<file path="src/rtl/vec_mem_stage_pkg.sv">
// Shared types and default geometry for the vector MEM stage.
package vec_mem_pkg;

    localparam int unsigned DEF_ROW_STRIDE = 640;
    localparam int unsigned DEF_ADDR_W     = 20;
    localparam int unsigned DEF_DATA_W     = 48;

    typedef enum logic [1:0] {
        IDLE,
        REQ,
        WAIT
    } mem_state_t;

    typedef struct packed {
        logic                  valid;
        logic                  reg_wr;
        logic [3:0]            rd;
        logic [DEF_DATA_W-1:0] data;
        logic [3:0]            flags;
        logic                  fault;
    } mem_wb_t;

endpackage

</file>
<file path="src/rtl/vec_mem_stage_if.sv">
// Data-memory port: request/grant for the address phase, rvalid for read data.
interface vec_mem_if
    import vec_mem_pkg::*;
#(
    parameter int unsigned ADDR_W = DEF_ADDR_W,
    parameter int unsigned DATA_W = DEF_DATA_W
) ();

    logic              req;
    logic              we;
    logic [ADDR_W-1:0] addr;
    logic [DATA_W-1:0] wdata;
    logic              gnt;
    logic              rvalid;
    logic [DATA_W-1:0] rdata;

    modport master (output req, we, addr, wdata, input gnt, rvalid, rdata);
    modport slave  (input req, we, addr, wdata, output gnt, rvalid, rdata);

endinterface

</file>
<file path="src/rtl/vec_mem_stage_addr_gen.sv">
// Converts a {row,col} ALU result into a linear word address and flags
// addresses beyond the end of data memory.
module vec_addr_gen
    import vec_mem_pkg::*;
#(
    parameter int unsigned ROW_STRIDE = DEF_ROW_STRIDE,
    parameter int unsigned ADDR_W     = DEF_ADDR_W
) (
    input  logic [31:0]       rowcol,
    output logic [ADDR_W-1:0] addr,
    output logic              oob
);

    localparam logic [32:0] DEPTH = 33'd1 << ADDR_W;

    logic [31:0] addr32;

    // Range check runs on the full 32-bit product; truncation happens only afterwards.
    always_comb begin
        addr32 = 32'(rowcol[31:16]) * 32'(ROW_STRIDE) + 32'(rowcol[15:0]);
        oob    = ({1'b0, addr32} >= DEPTH);
        addr   = addr32[ADDR_W-1:0];
    end

endmodule

</file>
<file path="src/rtl/vec_mem_stage.sv">
// MEM stage of the vector CPU: runs loads/stores over a req/gnt/rvalid port,
// stalls EX/MEM while an access is in flight and registers the MEM/WB bundle.
module vec_mem_stage
    import vec_mem_pkg::*;
#(
    parameter int unsigned ROW_STRIDE = DEF_ROW_STRIDE,
    parameter int unsigned ADDR_W     = DEF_ADDR_W,
    parameter int unsigned DATA_W     = DEF_DATA_W
) (
    input  logic              clk,
    input  logic              rst,
    input  logic              ex_valid,
    input  logic              ex_mem_rd,
    input  logic              ex_mem_wr,
    input  logic              ex_reg_wr,
    input  logic [3:0]        ex_rd,
    input  logic [DATA_W-1:0] ex_result,
    input  logic [3:0]        ex_flags,
    input  logic [DATA_W-1:0] ex_wdata,
    output logic              stall_o,
    vec_mem_if.master         mem,
    output logic              wb_valid,
    output logic              wb_reg_wr,
    output logic [3:0]        wb_rd,
    output logic [DATA_W-1:0] wb_data,
    output logic [3:0]        wb_flags,
    output logic              wb_fault
);

    mem_state_t        state_q, state_d;
    logic [ADDR_W-1:0] addr_q, addr_d;
    logic [DATA_W-1:0] wdata_q, wdata_d;
    logic              we_q, we_d;
    logic              pend_reg_wr_q, pend_reg_wr_d;
    logic [3:0]        pend_rd_q, pend_rd_d;
    logic [3:0]        pend_flags_q, pend_flags_d;
    logic [DATA_W-1:0] pend_result_q, pend_result_d;
    mem_wb_t           wb_q, wb_d;

    logic [ADDR_W-1:0] gen_addr;
    logic              gen_oob;
    logic              mem_op;

    vec_addr_gen #(
        .ROW_STRIDE(ROW_STRIDE),
        .ADDR_W    (ADDR_W)
    ) u_addr_gen (
        .rowcol(ex_result[31:0]),
        .addr  (gen_addr),
        .oob   (gen_oob)
    );

    assign mem_op = ex_valid & (ex_mem_rd | ex_mem_wr);

    always_comb begin
        // NOTE: every output of this block gets a default first so no path leaves one unassigned (no latches).
        state_d       = state_q;
        addr_d        = addr_q;
        wdata_d       = wdata_q;
        we_d          = we_q;
        pend_reg_wr_d = pend_reg_wr_q;
        pend_rd_d     = pend_rd_q;
        pend_flags_d  = pend_flags_q;
        pend_result_d = pend_result_q;
        wb_d          = wb_q;
        wb_d.valid    = 1'b0;
        stall_o       = 1'b0;
        mem.req       = 1'b0;

        unique case (state_q)
            IDLE: begin
                if (ex_valid && !mem_op) begin
                    wb_d = '{valid: 1'b1, reg_wr: ex_reg_wr, rd: ex_rd, data: ex_result,
                             flags: ex_flags, fault: 1'b0};
                end else if (mem_op && gen_oob) begin
                    wb_d = '{valid: 1'b1, reg_wr: 1'b0, rd: ex_rd, data: ex_result,
                             flags: ex_flags, fault: 1'b1};
                end else if (mem_op) begin
                    stall_o       = 1'b1;
                    addr_d        = gen_addr;
                    wdata_d       = ex_wdata;
                    we_d          = ex_mem_wr;
                    pend_reg_wr_d = ex_reg_wr;
                    pend_rd_d     = ex_rd;
                    pend_flags_d  = ex_flags;
                    pend_result_d = ex_result;
                    state_d       = REQ;
                end
            end
            REQ: begin
                mem.req = 1'b1;
                stall_o = 1'b1;
                if (mem.gnt) begin
                    if (we_q) begin
                        wb_d = '{valid: 1'b1, reg_wr: 1'b0, rd: pend_rd_q, data: pend_result_q,
                                 flags: pend_flags_q, fault: 1'b0};
                        stall_o = 1'b0;
                        state_d = IDLE;
                    end else if (mem.rvalid) begin
                        wb_d = '{valid: 1'b1, reg_wr: pend_reg_wr_q, rd: pend_rd_q, data: mem.rdata,
                                 flags: pend_flags_q, fault: 1'b0};
                        stall_o = 1'b0;
                        state_d = IDLE;
                    end else begin
                        state_d = WAIT;
                    end
                end
            end
            WAIT: begin
                stall_o = 1'b1;
                if (mem.rvalid) begin
                    wb_d = '{valid: 1'b1, reg_wr: pend_reg_wr_q, rd: pend_rd_q, data: mem.rdata,
                             flags: pend_flags_q, fault: 1'b0};
                    stall_o = 1'b0;
                    state_d = IDLE;
                end
            end
            default: state_d = IDLE;
        endcase
    end

    always_ff @(posedge clk or posedge rst) begin
        if (rst) begin
            state_q       <= IDLE;
            addr_q        <= '0;
            wdata_q       <= '0;
            we_q          <= 1'b0;
            pend_reg_wr_q <= 1'b0;
            pend_rd_q     <= '0;
            pend_flags_q  <= '0;
            pend_result_q <= '0;
            wb_q          <= '0;
        end else begin
            // NOTE: non-blocking updates so every flop samples pre-edge values.
            state_q       <= state_d;
            addr_q        <= addr_d;
            wdata_q       <= wdata_d;
            we_q          <= we_d;
            pend_reg_wr_q <= pend_reg_wr_d;
            pend_rd_q     <= pend_rd_d;
            pend_flags_q  <= pend_flags_d;
            pend_result_q <= pend_result_d;
            wb_q          <= wb_d;
        end
    end

    assign mem.addr  = addr_q;
    assign mem.wdata = wdata_q;
    assign mem.we    = we_q;

    assign wb_valid  = wb_q.valid;
    assign wb_reg_wr = wb_q.reg_wr;
    assign wb_rd     = wb_q.rd;
    assign wb_data   = wb_q.data;
    assign wb_flags  = wb_q.flags;
    assign wb_fault  = wb_q.fault;

endmodule
</file>
<file path="src/flat_wrapper.sv">
// flat-port wrapper written by rule: the top's interface ports become plain ports
module vec_mem_stage_flat import vec_mem_pkg::*;
#(
    parameter int unsigned ROW_STRIDE = DEF_ROW_STRIDE,
    parameter int unsigned ADDR_W     = DEF_ADDR_W,
    parameter int unsigned DATA_W     = DEF_DATA_W
)
  (clk, rst, ex_valid, ex_mem_rd, ex_mem_wr, ex_reg_wr, ex_rd, ex_result, ex_flags, ex_wdata, stall_o, wb_valid, wb_reg_wr, wb_rd, wb_data, wb_flags, wb_fault, mem_req, mem_we, mem_addr, mem_wdata, mem_gnt, mem_rvalid, mem_rdata);
  vec_mem_if #(.ADDR_W(ADDR_W), .DATA_W(DATA_W)) mem_i ();
  input  logic clk;
  input  logic rst;
  input  logic ex_valid;
  input  logic ex_mem_rd;
  input  logic ex_mem_wr;
  input  logic ex_reg_wr;
  input  logic [3:0] ex_rd;
  input  logic [DATA_W-1:0] ex_result;
  input  logic [3:0] ex_flags;
  input  logic [DATA_W-1:0] ex_wdata;
  output logic stall_o;
  output logic wb_valid;
  output logic wb_reg_wr;
  output logic [3:0] wb_rd;
  output logic [DATA_W-1:0] wb_data;
  output logic [3:0] wb_flags;
  output logic wb_fault;
  output wire logic [$bits(mem_i.req)-1:0] mem_req;
  output wire logic [$bits(mem_i.we)-1:0] mem_we;
  output wire logic [$bits(mem_i.addr)-1:0] mem_addr;
  output wire logic [$bits(mem_i.wdata)-1:0] mem_wdata;
  input wire logic [$bits(mem_i.gnt)-1:0] mem_gnt;
  input wire logic [$bits(mem_i.rvalid)-1:0] mem_rvalid;
  input wire logic [$bits(mem_i.rdata)-1:0] mem_rdata;
  assign mem_req = mem_i.req;
  assign mem_we = mem_i.we;
  assign mem_addr = mem_i.addr;
  assign mem_wdata = mem_i.wdata;
  assign mem_i.gnt = mem_gnt;
  assign mem_i.rvalid = mem_rvalid;
  assign mem_i.rdata = mem_rdata;
  vec_mem_stage #(.ROW_STRIDE(ROW_STRIDE), .ADDR_W(ADDR_W), .DATA_W(DATA_W)) u_core (.clk(clk), .rst(rst), .ex_valid(ex_valid), .ex_mem_rd(ex_mem_rd), .ex_mem_wr(ex_mem_wr), .ex_reg_wr(ex_reg_wr), .ex_rd(ex_rd), .ex_result(ex_result), .ex_flags(ex_flags), .ex_wdata(ex_wdata), .stall_o(stall_o), .mem(mem_i), .wb_valid(wb_valid), .wb_reg_wr(wb_reg_wr), .wb_rd(wb_rd), .wb_data(wb_data), .wb_flags(wb_flags), .wb_fault(wb_fault));
endmodule
</file>
<file path="config.mk">
export PLATFORM = sky130hd
export DESIGN_NAME = vec_mem_stage_flat
export DESIGN_NICKNAME = d
export VERILOG_FILES = /design/src/rtl/vec_mem_stage_pkg.sv /design/src/rtl/vec_mem_stage_if.sv /design/src/rtl/vec_mem_stage_addr_gen.sv /design/src/rtl/vec_mem_stage.sv /design/src/flat_wrapper.sv
export SDC_FILE = /design/constraint.sdc
export NUM_CORES = 1
export LEC_CHECK = 0
export ABC_AREA = 1
export CELL_PAD_IN_SITES_DETAIL_PLACEMENT = 0
export CELL_PAD_IN_SITES_GLOBAL_PLACEMENT = 1
export CORE_MARGIN = 3
export CORE_UTILIZATION = 37
export CTS_CLUSTER_SIZE = 40
export DETAILED_ROUTE_END_ITERATION = 10
export PLACE_DENSITY_LB_ADDON = 0.1
export SLEW_MARGIN = 20
export SYNTH_ARGS = -nofsm -noshare
export SYNTH_HDL_FRONTEND = slang
export SYNTH_SLANG_ARGS = --single-unit
</file>
<file path="constraint.sdc">
create_clock -name clk -period 18 [get_ports clk]
set_clock_uncertainty 0.05 [all_clocks]
set_input_delay 2.7 -clock clk [delete_from_list [all_inputs] [get_ports clk]]
set_output_delay 2.7 -clock clk [all_outputs]
set_load 0.02 [all_outputs]
</file>
==> results.md <==
* Postcts setup bufs at 0
* Netlist cell types at 37
* Sequential area share after synthesis at 0.424
* Status: finished, final reports clean
* Drt initial violations at 657
* Largest net degree at the start of global routing at 109
* Clk root buf: clkbuf_16
* DIE HEIGHT at 175 um
* Clk buf depth at 2
* Synth warn at 0
* Resized Gates After CTS at 0
* Via density at 4.72
* Die Wd at 175 um
* Nets at 1962
* Post-detail-place hpwl at 22700 um
* Post-synth top area cell: dfrtp_1
* Register bit total from synthesis at 180
* TritonCTS Buffers at 17
* Setup_tns at 0 ns
* DR pass1 iterations at 5
* Vias in the first global route at 9919
* Clock sink total at 180
* Most common cell after layout, fill and taps aside: nand2_1
* Number of hold buffers added after cts at 0
* Ratio of cells with drive above 1 in the final layout at 0.0355
* Non-filler instance count after layout at 2153
* Commonest non-fill, non-tap cells in the layout: 516 x nand2_1, 287 x clkdlybuf4s50_1, 237 x inv_1, 180 x dfrtp_1, 113 x a21oi_1
* Initial antenna violation count at 0
* TritonCTS clock tree: yes
* Netlist Area Pre-Place at 0.0106 mm^2
* Worst-Skew Late Latency at 0.43 ns
* Floorplan core area at 0.0280 mm^2
* Clk slew on worst S/H paths at 0.08 ns
* Synth async-reset ratio at 1.00
* Placed Cells at 2121
* Drt wl/cell at 15.7 um
* Std cell rows at 61
* Post-route ant nets at 0
* Max Clk Rate at 93.1 MHz
* Mapped Nets at 1720
* Slew @ Worst Pin at 1.05 ns
* PD cells at 118 mW/mm^2
* Die footprint at 0.0308 mm^2
* Fin crit period at 10.74 ns
* Crit end category: primary output
* Synthesized area per cell at 6.98 um^2
* Tcrit/Tclk final at 0.597
* Diodes inserted at 0
* Pins over their slew limit at 0
* First-pass GRT wire length at 54400 um
* RSZ-0062 raised after global routing: no
* Overflow after GRT at 0
* Post-synth EDFFs at 0
* Gate Count Post-Synth at 1521
* Final Setup Violations at 0
* Critical path launch point type: input pin
* Synth top area cells: dfrtp_1 42%, nand2_1 18%, inv_1 8.4%
* MaxCap Viol Count at 0
* Crit-path max FO at 60
* Yosys top cell area share at 0.424
* Critical Path AT at 7.99 ns
* Placer Congestion at 0.874
* WL final at 33800 um
* Min-Delay Path Class: flip-flop to flip-flop
* Worst rel slew slack at 0.298
* Buffers on Ports at 289
* I/O Pins at 290
* Number of remaining DRC errors at 0
* Layout area overhead at 34.7%
* LEAKAGE at 7.37 nW
* Final Hold Vio Count at 0
* GRT Overall Usage at 0.220
* DR vias at 10200
* Maximum vdd ir drop at 0.0803 mV
* Crit Path Class: input pin to primary output
* Worst path required time at 15.25 ns
* Initial Util at 0.379
* H-tree Lvls at 4
* Top_reg_cell synth: dfrtp_1
## area by class of cell
class | instances | area, um^2
fillers | 2874 | 13700
flip-flops and latches | 180 | 4500
clock inverters | 13 | 134
inverters | 249 | 942
clock buffers | 18 | 439
well taps | 378 | 473
repair buffers | 301 | 2990
multi-input cells | 1014 | 4820
## layer usage
layer,up-vias,GRT usage,wire [um]
met4,0,0.0422,390
met5,-,0,0
li1,5188,-,-
met3,22,0.0370,1500
met1,4726,0.309,16100
met2,223,0.363,15700
## flip-flops by register name (all words and copies together), names as in the netlist
register / flops
u_core.state_q: 2
u_core.pend_reg_wr_q: 1
u_core.pend_rd_q: 4
u_core.wb_fault: 1
u_core.wb_rd: 4
u_core.pend_result_q: 41
u_core.mem.addr: 20
u_core.wb_flags: 4
u_core.mem.we: 1
u_core.wb_data: 48
u_core.mem.wdata: 48
u_core.wb_reg_wr: 1
u_core.pend_flags_q: 4
u_core.wb_valid: 1
## path summary, 6_finish.rpt
check | from | endpoint | slack, ns | depth (start not counted)
max in group asynchronous | rst | u_core.pend_result_q[10]$_DFFE_PP0P_ | 13.90 | 4
min in group asynchronous | rst | u_core.wb_data[41]$_DFFE_PP0P_ | 2.74 | 2
hold / removal | u_core.pend_result_q[31]$_DFFE_PP0P_ | u_core.pend_result_q[31]$_DFFE_PP0P_ | 0.43 | 2
hold reg to reg | u_core.pend_result_q[31]$_DFFE_PP0P_ | u_core.pend_result_q[31]$_DFFE_PP0P_ | 0.43 | 2
setup / recovery | ex_result[17] | stall_o | 7.26 | 26
setup reg to reg | u_core.state_q[0]$_DFFE_PP0P_ | u_core.mem.wdata[43]$_DFFE_PP0P_ | 14.65 | 6
## synth_stat cells (4+ instances only)
cell	number
buf_1	4
nand4_1	11
clkinv_1	9
nor2_1	88
ha_1	37
xnor2_1	6
xor2_1	10
a22o_1	5
buf_6	5
buf_2	29
dfrtp_1	180
nand3_1	77
o21ai_0	21
a21oi_1	114
inv_1	239
nand2_1	517
o21ai_1	99
clkbuf_1	31
buf_4	9
## logic make-up after synthesis
| kind of cell | count (synthesis) | synth area share |
|---|---|---|
| xor gates and xnor gates | 16 | 0.0132 |
| adders and majority gates | 39 | 0.0473 |
| DFF | 180 | 0.424 |
| AOI/OAI and AO/OA | 250 | 0.122 |
| buffers and inverters | 327 | 0.126 |
| and+or+nand+nor | 709 | 0.268 |
## per-stage QoR
step                cell area [um^2]   util  worst slack (ns)  power [W]  hold slack (ns)
global route                   14300  0.511              6.77    0.00180            0.458
detailed placement             13700  0.489              7.24    0.00132            0.410
global placement               13700  0.489              7.38    0.00131            0.403
floorplan                      10600      -              9.34    0.00101            0.386
CTS                            14300  0.510              7.25    0.00170            0.432
finish                         14300  0.511              7.26    0.00168            0.431
## where the power goes
group          total, W  internal [W]  switching (W)
clock network  0.000371      0.000188       0.000183
logic          0.000678      0.000307       0.000371
registers      0.000632      0.000547      0.0000857
total           0.00168       0.00104       0.000640
## critical path, cell delays in order
cell             delay [ns]
clkdlybuf4s50_1        0.48
ha_1                   0.32
ha_1                   0.21
inv_1                  0.07
fa_1                   0.40
inv_1                  0.09
nand2_1                0.05
nand2_1                0.10
and2_1                 0.17
xor2_1                 0.07
ha_1                   0.35
nand2_1                0.09
nor2_1                 0.15
nand3_1                0.10
nand3_1                0.13
nand2_1                0.10
nor2_4                 0.13
nand3_1                0.11
nand2_1                0.08
nand2_1                0.05
clkinv_1               0.04
nand2_1                0.05
nor2_2                 0.19
nand4_4                0.66
o211ai_1               0.41
clkdlybuf4s50_1        0.66
(Power assumes the default switching activity.)
